## src/rtl/until_monitor_if.sv

```systemverilog
`timescale 1ns/1ps
// Trace inputs (A..D) and verdict outputs of until_monitor; master = trace source, slave = monitor.
// With UNTIL_MON_STATS_EN defined the bundle also carries the pass/fail counters.
interface until_monitor_if;
  logic       A;
  logic       B;
  logic       C;
  logic       D;
  logic       busy;
  logic       pass;
  logic       fail;
  logic [1:0] fail_cause;
  logic       overlap;
`ifdef UNTIL_MON_STATS_EN
  logic [7:0] pass_count;
  logic [7:0] fail_count;

  modport master (
    output A, B, C, D,
    input  busy, pass, fail, fail_cause, overlap, pass_count, fail_count
  );
  modport slave (
    input  A, B, C, D,
    output busy, pass, fail, fail_cause, overlap, pass_count, fail_count
  );
`else
  modport master (
    output A, B, C, D,
    input  busy, pass, fail, fail_cause, overlap
  );
  modport slave (
    input  A, B, C, D,
    output busy, pass, fail, fail_cause, overlap
  );
`endif
endinterface

```

## src/rtl/until_monitor.sv

```systemverilog
`timescale 1ns/1ps
// Run-time checker for $rose(A) |=> (B ##DELAY C) until[_with] D; verdicts are registered one-cycle pulses.
// Optional macro UNTIL_MON_STATS_EN adds saturating 8-bit pass_count/fail_count outputs.
module until_monitor #(
  parameter int DELAY = 2,  // legal range 1..15
  parameter int WITH  = 0   // 0: until, 1: until_with
) (
  input  logic           clock,
  input  logic           resetn,
  until_monitor_if.slave bus
);

  typedef enum logic [1:0] {
    IDLE  = 2'd0,
    ARMED = 2'd1,
    DRAIN = 2'd2
  } state_t;

  // pend[DELAY-1] is the bit whose C check falls due this cycle
  localparam logic [DELAY-1:0] EXIT_MASK = DELAY'(1) << (DELAY - 1);

  state_t           r_state;
  state_t           w_state_nxt;
  logic [DELAY-1:0] r_pend;
  logic [DELAY-1:0] w_pend_nxt;
  logic             r_a_q;
  logic             r_pass;
  logic             r_fail;
  logic [1:0]       r_cause;
  logic             r_overlap;
  logic             w_rise;
  logic             w_exit;
  logic             w_rem;
  logic             w_bfail;
  logic             w_cfail;
  logic             w_fail_nxt;
  logic             w_pass_nxt;
  logic             w_overlap_nxt;

  assign w_rise = bus.A & ~r_a_q;
  assign w_exit = r_pend[DELAY-1];
  assign w_rem  = |(r_pend & ~EXIT_MASK);

  always_comb begin
    w_state_nxt   = r_state;
    w_pend_nxt    = r_pend << 1;
    w_bfail       = 1'b0;
    w_cfail       = (r_state != IDLE) && w_exit && !bus.C;
    w_pass_nxt    = 1'b0;
    w_overlap_nxt = w_rise && (r_state != IDLE);

    case (r_state)
      IDLE: begin
        if (w_rise) w_state_nxt = ARMED;
      end
      ARMED: begin
        if (WITH == 0 && bus.D) begin
          w_state_nxt = DRAIN;
        end else begin
          w_bfail    = !bus.B;
          w_pend_nxt = (r_pend << 1) | DELAY'(1'b1);
          if (bus.D) w_state_nxt = DRAIN;
        end
      end
      DRAIN: begin
        if (!w_rem) begin
          w_state_nxt = IDLE;
          w_pass_nxt  = 1'b1;
        end
      end
      default: w_state_nxt = IDLE;
    endcase

    // A violation overrides release and completion decided above
    w_fail_nxt = w_bfail | w_cfail;
    if (w_fail_nxt) begin
      w_state_nxt = IDLE;
      w_pend_nxt  = '0;
      w_pass_nxt  = 1'b0;
    end
  end

  always_ff @(posedge clock or negedge resetn) begin
    if (!resetn) begin
      r_state   <= IDLE;
      r_pend    <= '0;
      r_a_q     <= 1'b0;
      r_pass    <= 1'b0;
      r_fail    <= 1'b0;
      r_cause   <= 2'b00;
      r_overlap <= 1'b0;
    end else begin
      r_state   <= w_state_nxt;
      r_pend    <= w_pend_nxt;
      r_a_q     <= bus.A;
      r_pass    <= w_pass_nxt;
      r_fail    <= w_fail_nxt;
      r_cause   <= w_fail_nxt ? {w_cfail, w_bfail} : 2'b00;
      r_overlap <= w_overlap_nxt;
    end
  end

  assign bus.busy       = (r_state != IDLE);
  assign bus.pass       = r_pass;
  assign bus.fail       = r_fail;
  assign bus.fail_cause = r_cause;
  assign bus.overlap    = r_overlap;

`ifdef UNTIL_MON_STATS_EN
  logic [7:0] r_pass_cnt;
  logic [7:0] r_fail_cnt;

  always_ff @(posedge clock or negedge resetn) begin
    if (!resetn) begin
      r_pass_cnt <= 8'd0;
      r_fail_cnt <= 8'd0;
    end else begin
      if (w_pass_nxt && r_pass_cnt != 8'hFF) r_pass_cnt <= r_pass_cnt + 8'd1;
      if (w_fail_nxt && r_fail_cnt != 8'hFF) r_fail_cnt <= r_fail_cnt + 8'd1;
    end
  end

  assign bus.pass_count = r_pass_cnt;
  assign bus.fail_count = r_fail_cnt;
`endif

endmodule

```

## src/flat_wrapper.sv

```systemverilog
// flat-port wrapper written by rule: the top's interface ports become plain ports
module until_monitor_flat 
#(
  parameter int DELAY = 2,                      
  parameter int WITH  = 0                             
)
  (clock, resetn, bus_A, bus_B, bus_C, bus_D, bus_busy, bus_pass, bus_fail, bus_fail_cause, bus_overlap);
  until_monitor_if bus_i ();
  input  logic clock;
  input  logic resetn;
  input wire logic [$bits(bus_i.A)-1:0] bus_A;
  input wire logic [$bits(bus_i.B)-1:0] bus_B;
  input wire logic [$bits(bus_i.C)-1:0] bus_C;
  input wire logic [$bits(bus_i.D)-1:0] bus_D;
  output wire logic [$bits(bus_i.busy)-1:0] bus_busy;
  output wire logic [$bits(bus_i.pass)-1:0] bus_pass;
  output wire logic [$bits(bus_i.fail)-1:0] bus_fail;
  output wire logic [$bits(bus_i.fail_cause)-1:0] bus_fail_cause;
  output wire logic [$bits(bus_i.overlap)-1:0] bus_overlap;
  assign bus_i.A = bus_A;
  assign bus_i.B = bus_B;
  assign bus_i.C = bus_C;
  assign bus_i.D = bus_D;
  assign bus_busy = bus_i.busy;
  assign bus_pass = bus_i.pass;
  assign bus_fail = bus_i.fail;
  assign bus_fail_cause = bus_i.fail_cause;
  assign bus_overlap = bus_i.overlap;
  until_monitor #(.DELAY(DELAY), .WITH(WITH)) u_core (.clock(clock), .resetn(resetn), .bus(bus_i));
endmodule
```

## config.mk

```make
export PLATFORM = sky130hd
export DESIGN_NAME = until_monitor_flat
export DESIGN_NICKNAME = d
export VERILOG_FILES = /design/src/rtl/until_monitor_if.sv /design/src/rtl/until_monitor.sv /design/src/flat_wrapper.sv
export SDC_FILE = /design/constraint.sdc
export NUM_CORES = 1
export LEC_CHECK = 0
export CAP_MARGIN = 20
export CORE_AREA = 2 2 39 41
export DETAILED_ROUTE_END_ITERATION = 6
export DIE_AREA = 0 0 41 43
export GPL_TIMING_DRIVEN = 0
export SLEW_MARGIN = 20
export SYNTH_ARGS = -nofsm -noshare
export SYNTH_HDL_FRONTEND = slang
export SYNTH_SLANG_ARGS = --single-unit
```

## constraint.sdc

```tcl
create_clock -name clock -period 1.2 [get_ports clock]
set_input_delay 0.24 -clock clock [delete_from_list [all_inputs] [get_ports clock]]
set_output_delay 0.24 -clock clock [all_outputs]
set_load 0.05 [all_outputs]
```

---- After elaboration in Yosys (flattened, before gate mapping) ----
Index checks and enable logic that the tools add are counted.
word-level totals
  flip-flop bits (word level) ............. 10
  latch bits .............................. 0
  RAM bits ................................ 0
  bits in read-only memories .............. 0
  output and inout bits ................... 6
  word-level logic and storage cells ...... 37
  memories ................................ 0
cells by class
  add/subtract/negate cells ............... 0
  multiply operators ...................... 0
  divide/modulo/power cells ............... 0
  order comparisons ....................... 0
  eq/ne operators ......................... 5
  shifts and indexed selects .............. 0
  muxes and demuxes ....................... 14
  bitwise operators ....................... 3
  reduce and logical (&&, ||, !) cells .... 8
operators by type and width
  cell                                                             count
  2-bit two-way mux                                                6
  1-bit two-way mux                                                7
  2-bit case mux with 3 select lines                               1
  1-bit logical AND                                                3
  3-bit by 1-bit != test with 1-bit output, second input constant  1
  3-bit by 2-bit != test with 1-bit output, second input constant  1
  3-bit != test, second input constant                             1
  3-bit AND reduction                                              1
  2-bit by 1-bit == test with 1-bit output, second input constant  1
  2-bit == test, second input constant                             1
  1-bit zero test                                                  2
  2-bit zero test                                                  1
  2-bit nonzero test                                               1
  1-bit AND                                                        1
  1-bit inverter                                                   1
  1-bit OR                                                         1

---- Depth between registers and ports, before layout ----
  word-level depth ........................ 6
  depth in mapped cells ................... 3
  gate-level depth less buffers ........... 3

---- Worst setup path after synthesis ----
No wires, ideal clock.
  path type ............................... register to register
  start ................................... reg u_core.r_state[1]
  end ..................................... reg u_core.r_pend[1]
  setup time .............................. 0.094 ns
  arrival time ............................ 0.951 ns
  data required time ...................... 1.106 ns
  slack ................................... 0.155 ns
  stages on the path, launching flop included .. 4
  buffers on the path ..................... 0
  cells stage by stage .................... dfrtp_1 -> nor2_2 -> inv_2 -> a211oi_1
between the ends
  word-level cells in the longest chain between the ends .. 5
RTL lines
  what                            RTL line             source
  start: declaration              until_monitor.sv:22  state_t r_state;
  start signal: assignment        until_monitor.sv:93  r_state <= w_state_nxt;
  2-bit nonzero test              -
  net bus_busy                    flat_wrapper.sv:15   output wire logic [$bits(bus_i.busy)-1:0] bus_busy;
  1-bit logical AND (2 in a row)  until_monitor.sv:48  w_cfail = (r_state != IDLE) && w_exit && !bus.C;
  1-bit OR                        until_monitor.sv:75  w_fail_nxt = w_bfail | w_cfail;
  2-bit two-way mux               until_monitor.sv:76  if (w_fail_nxt) begin
  net u_core.w_pend_nxt[1]        until_monitor.sv:25  logic [DELAY-1:0] w_pend_nxt;
  end signal: assignment          until_monitor.sv:94  r_pend <= w_pend_nxt;
  end: declaration                until_monitor.sv:24  logic [DELAY-1:0] r_pend;
The timed path passes the listed nets, and every way through them passes these cells.
A chain may end at the register's enable or synchronous reset.

---- Worst setup path after layout ----
  start ................................... reg u_core.r_state[1]
  end ..................................... out bus_busy
between the ends
  word-level cells in the longest chain between the ends .. 1
RTL lines
  what                RTL line              source
  2-bit nonzero test  until_monitor.sv:103  assign bus.busy = (r_state != IDLE);
  end: declaration    flat_wrapper.sv:15
Every way passes these cells.

==> reports/results.tsv <==
stage	metric	value	unit
critical_path	Worst R2R Path Depth	3	
cts	clk root buf	clkbuf_4	
hold_path	HP Class	input port to asynchronous set/reset pin	
sta	final setup violation count	1	
routing	Post-route DRC	0	
routing	Post-DRT Antenna Nets	0	
die	core area	0.00138	mm2
yosys	Net Count, Synth	36	
critical_path	R2R Path Start	u_core.r_state[1]	
die	row count	14	
die	die width	41	um
cts	clk sinks	10	
yosys	sequential area share after synthesis	64.1	%
routing	routed length per instance	11.8	um
global_routing	first-pass GRT wire length	1270	um
place	final estimated routing congestion in global placement	0.799	
place	HPWL reported at the end of detailed placement	496	um
die	total die area	0.00176	mm2
routing	final WL	754	um
routing	vias per inst	4.66	
sta	Worst Slack Setup Final	-0.0636	ns
sta	Worst-Margin Slew	0.444	ns
cts	cts hold-fix bufs	0	
layout	Nets	56	
power_and_ir_drop	peak supply drop	0.000626	V
layout	leading cell type in the layout, fill and taps excluded	dfrtp_1	
critical_path	Worst R2R Setup Slack	0.02	ns
critical_path	maximum fanout along the worst path	3	
layout	number of diodes	0	
routing	metal2 WL	392	um
yosys	yosys warns	0	
sta	Max Clk Rate	791	MHz
sta	skew final	0.00561	ns
layout	commonest non-fill, non-tap cells in the layout	dfrtp_1, clkdlybuf4s50_1, buf_2, buf_4, clkbuf_4	
routing	Initial DRT Pass Iterations	4	
sta	Final Slew Violations	0	
place	Area after DPL	520	um2
routing	DR WL met3	73	um
yosys	mean post-synth cell area	13.0	um2
sta	Final Hold Vio Count	0	
sta	Final Critical Period	1.26	ns
yosys	#FFs+latches synth	10	
critical_path	Crit path required time	0.96	ns
layout	# fillers	146	
run_status	failing checks	negative setup slack	
critical_path	critical path launch point type	register	
cts	htree depth	1	
die	I/O pin cnt	12	
global_routing	vias in the first global route	293	
layout	Final Util	41.0	%
cts	clk_lat worst skew	0.26	ns
cts	CTS tree	built	
global_routing	largest net degree at the start of global routing	11	
layout	P&R area growth vs syn	45.2	%
critical_path	Setup crit end kind	output pin	
power_and_ir_drop	power density cells	1320	mW/mm2
layout	share of layout cells above drive strength 1	45.8	%
global_routing	GRT Resource Usage Total	11.9	%
sta	RSZ-0062 raised after global routing	yes	
critical_path	FF-to-FF End	u_core.r_state[0]	
place	PortBufs	11	
sta	final worst-path cycle share	105	%
sta	Slew HR	70.3	%
cts	clk buf depth	2	
routing	number of DRC markers in iteration 0	9	
power_and_ir_drop	Pleak	0.000263	uW
die	Initial Utilization	28.2	%
global_routing	total grt overflow	0	
cts	clk slew on worst S/H paths	0.06	ns
yosys	synth unique cells	16	
layout	Finished Cell Area	567	um2
job	Max Cap Viol	0	
routing	Max Used Layer	met4	
routing	via count	298	
run_status	outcome	complete, but fails checks	
global_routing	initial antenna violation count	0	
yosys	Gate Count Post-Synth	30	
die	height of the die	43	um
critical_path	Worst EP arrival	1.02	ns
critical_path	kind of critical path	register to output pin	
routing	met1 WL	278	um
yosys	Post-Synthesis Cell Area	390	um2
cts	cts bufs inserted	3	
==> report_power, final <==
part           switching (uW)  internal (uW)  leakage (uW)
registers                9.55            354      0.000132
logic                    91.8           72.4      0.000118
clock network             104            115     0.0000138
==> how the worst max path moves through the flow <==
| stage | start | end | slack (ns) | cells after the start |
|---|---|---|---|---|
| finish | u_core.r_state[1] | bus_busy | -0.06 | 3 |
| global route | u_core.r_state[1] | bus_busy | -0.11 | 3 |
| CTS | u_core.r_state[0] | bus_busy | -0.06 | 3 |
| detailed placement | u_core.r_state[1] | bus_busy | -0.47 | 3 |
| global placement | u_core.r_state[1] | bus_busy | -0.46 | 3 |
| floorplan | u_core.r_state[1] | u_core.r_pend[1] | 0.16 | 3 |
==> synthesized netlist by cell type <==
cell type  instances  area (um2)
inv_2              1        3.75
nor3_1             1        5.00
nand2b_1           2        12.5
dfrtp_1           10         250
inv_1              1        3.75
a211oi_1           1        7.51
or3_1              1        6.26
nand2_1            1        3.75
a21oi_1            2        10.0
o32ai_2            1        16.3
nor2_1             2        7.51
nor2_2             1        6.26
nand3b_1           2        15.0
nor2b_1            1        6.26
or2_1              1        6.26
nor4b_2            2        30.0
==> area by class of cell <==
type	instances	area [um2]	share of cell area, %
well taps	16	20.0	3.53
clock buffers	3	22.5	3.97
repair buffers	15	120	21.2
flip-flops and latches	10	253	44.6
multi-input cells	18	144	25.4
inverters	2	7.51	1.32
==> through the flow <==
step	total power [uW]	hold slack, ns	TNS [ns]	cells	setup slack [ns]
finish	748	0.286	-0.0636	64	-0.0636
global route	793	0.320	-0.129	64	-0.112
CTS	753	0.298	-0.0601	63	-0.0601
detailed placement	504	0.471	-1.69	57	-0.465
global placement	504	0.467	-1.70	57	-0.464
floorplan	448	-0.0556	0	30	0.155
==> registers in the layout (all words and copies together) (netlist names) <==
signal                 flops
u_core.r_pend              2
u_core.bus.overlap         1
u_core.bus.fail_cause      2
u_core.bus.pass            1
u_core.r_state             2
u_core.r_a_q               1
u_core.bus.fail            1
==> worst max-delay path: stages (launching register included) <==
cell and delay (ns):
dfrtp_2 0.43, nor2_4 0.13, inv_2 0.06, buf_8 0.14
==> kinds of logic (layout without fill, tap and decap cells) <==
kind of cell | Yosys count | count (layout) | synth area share [%]
DFF | 10 | 10 | 64.1
buffers and inverters | 2 | 20 | 1.92
and+or+nand+nor | 14 | 14 | 25.3
AOI/OAI and AO/OA | 4 | 4 | 8.66
==> routing by layer <==
layer	up-vias	global-route usage, %
met4	0	8.00
li1	140	-
met1	144	12.8
met3	2	7.85
met2	12	16.3
met5	-	0
==> repair_timing <==
action / CTS / global route
pin swaps: 1 / 1
resized for setup: 29 / 9
buffers inserted: 3 / 1
cloned: 0 / 0
endpoints found under the setup margin: 6 / 6
(Power assumes the default switching activity.)
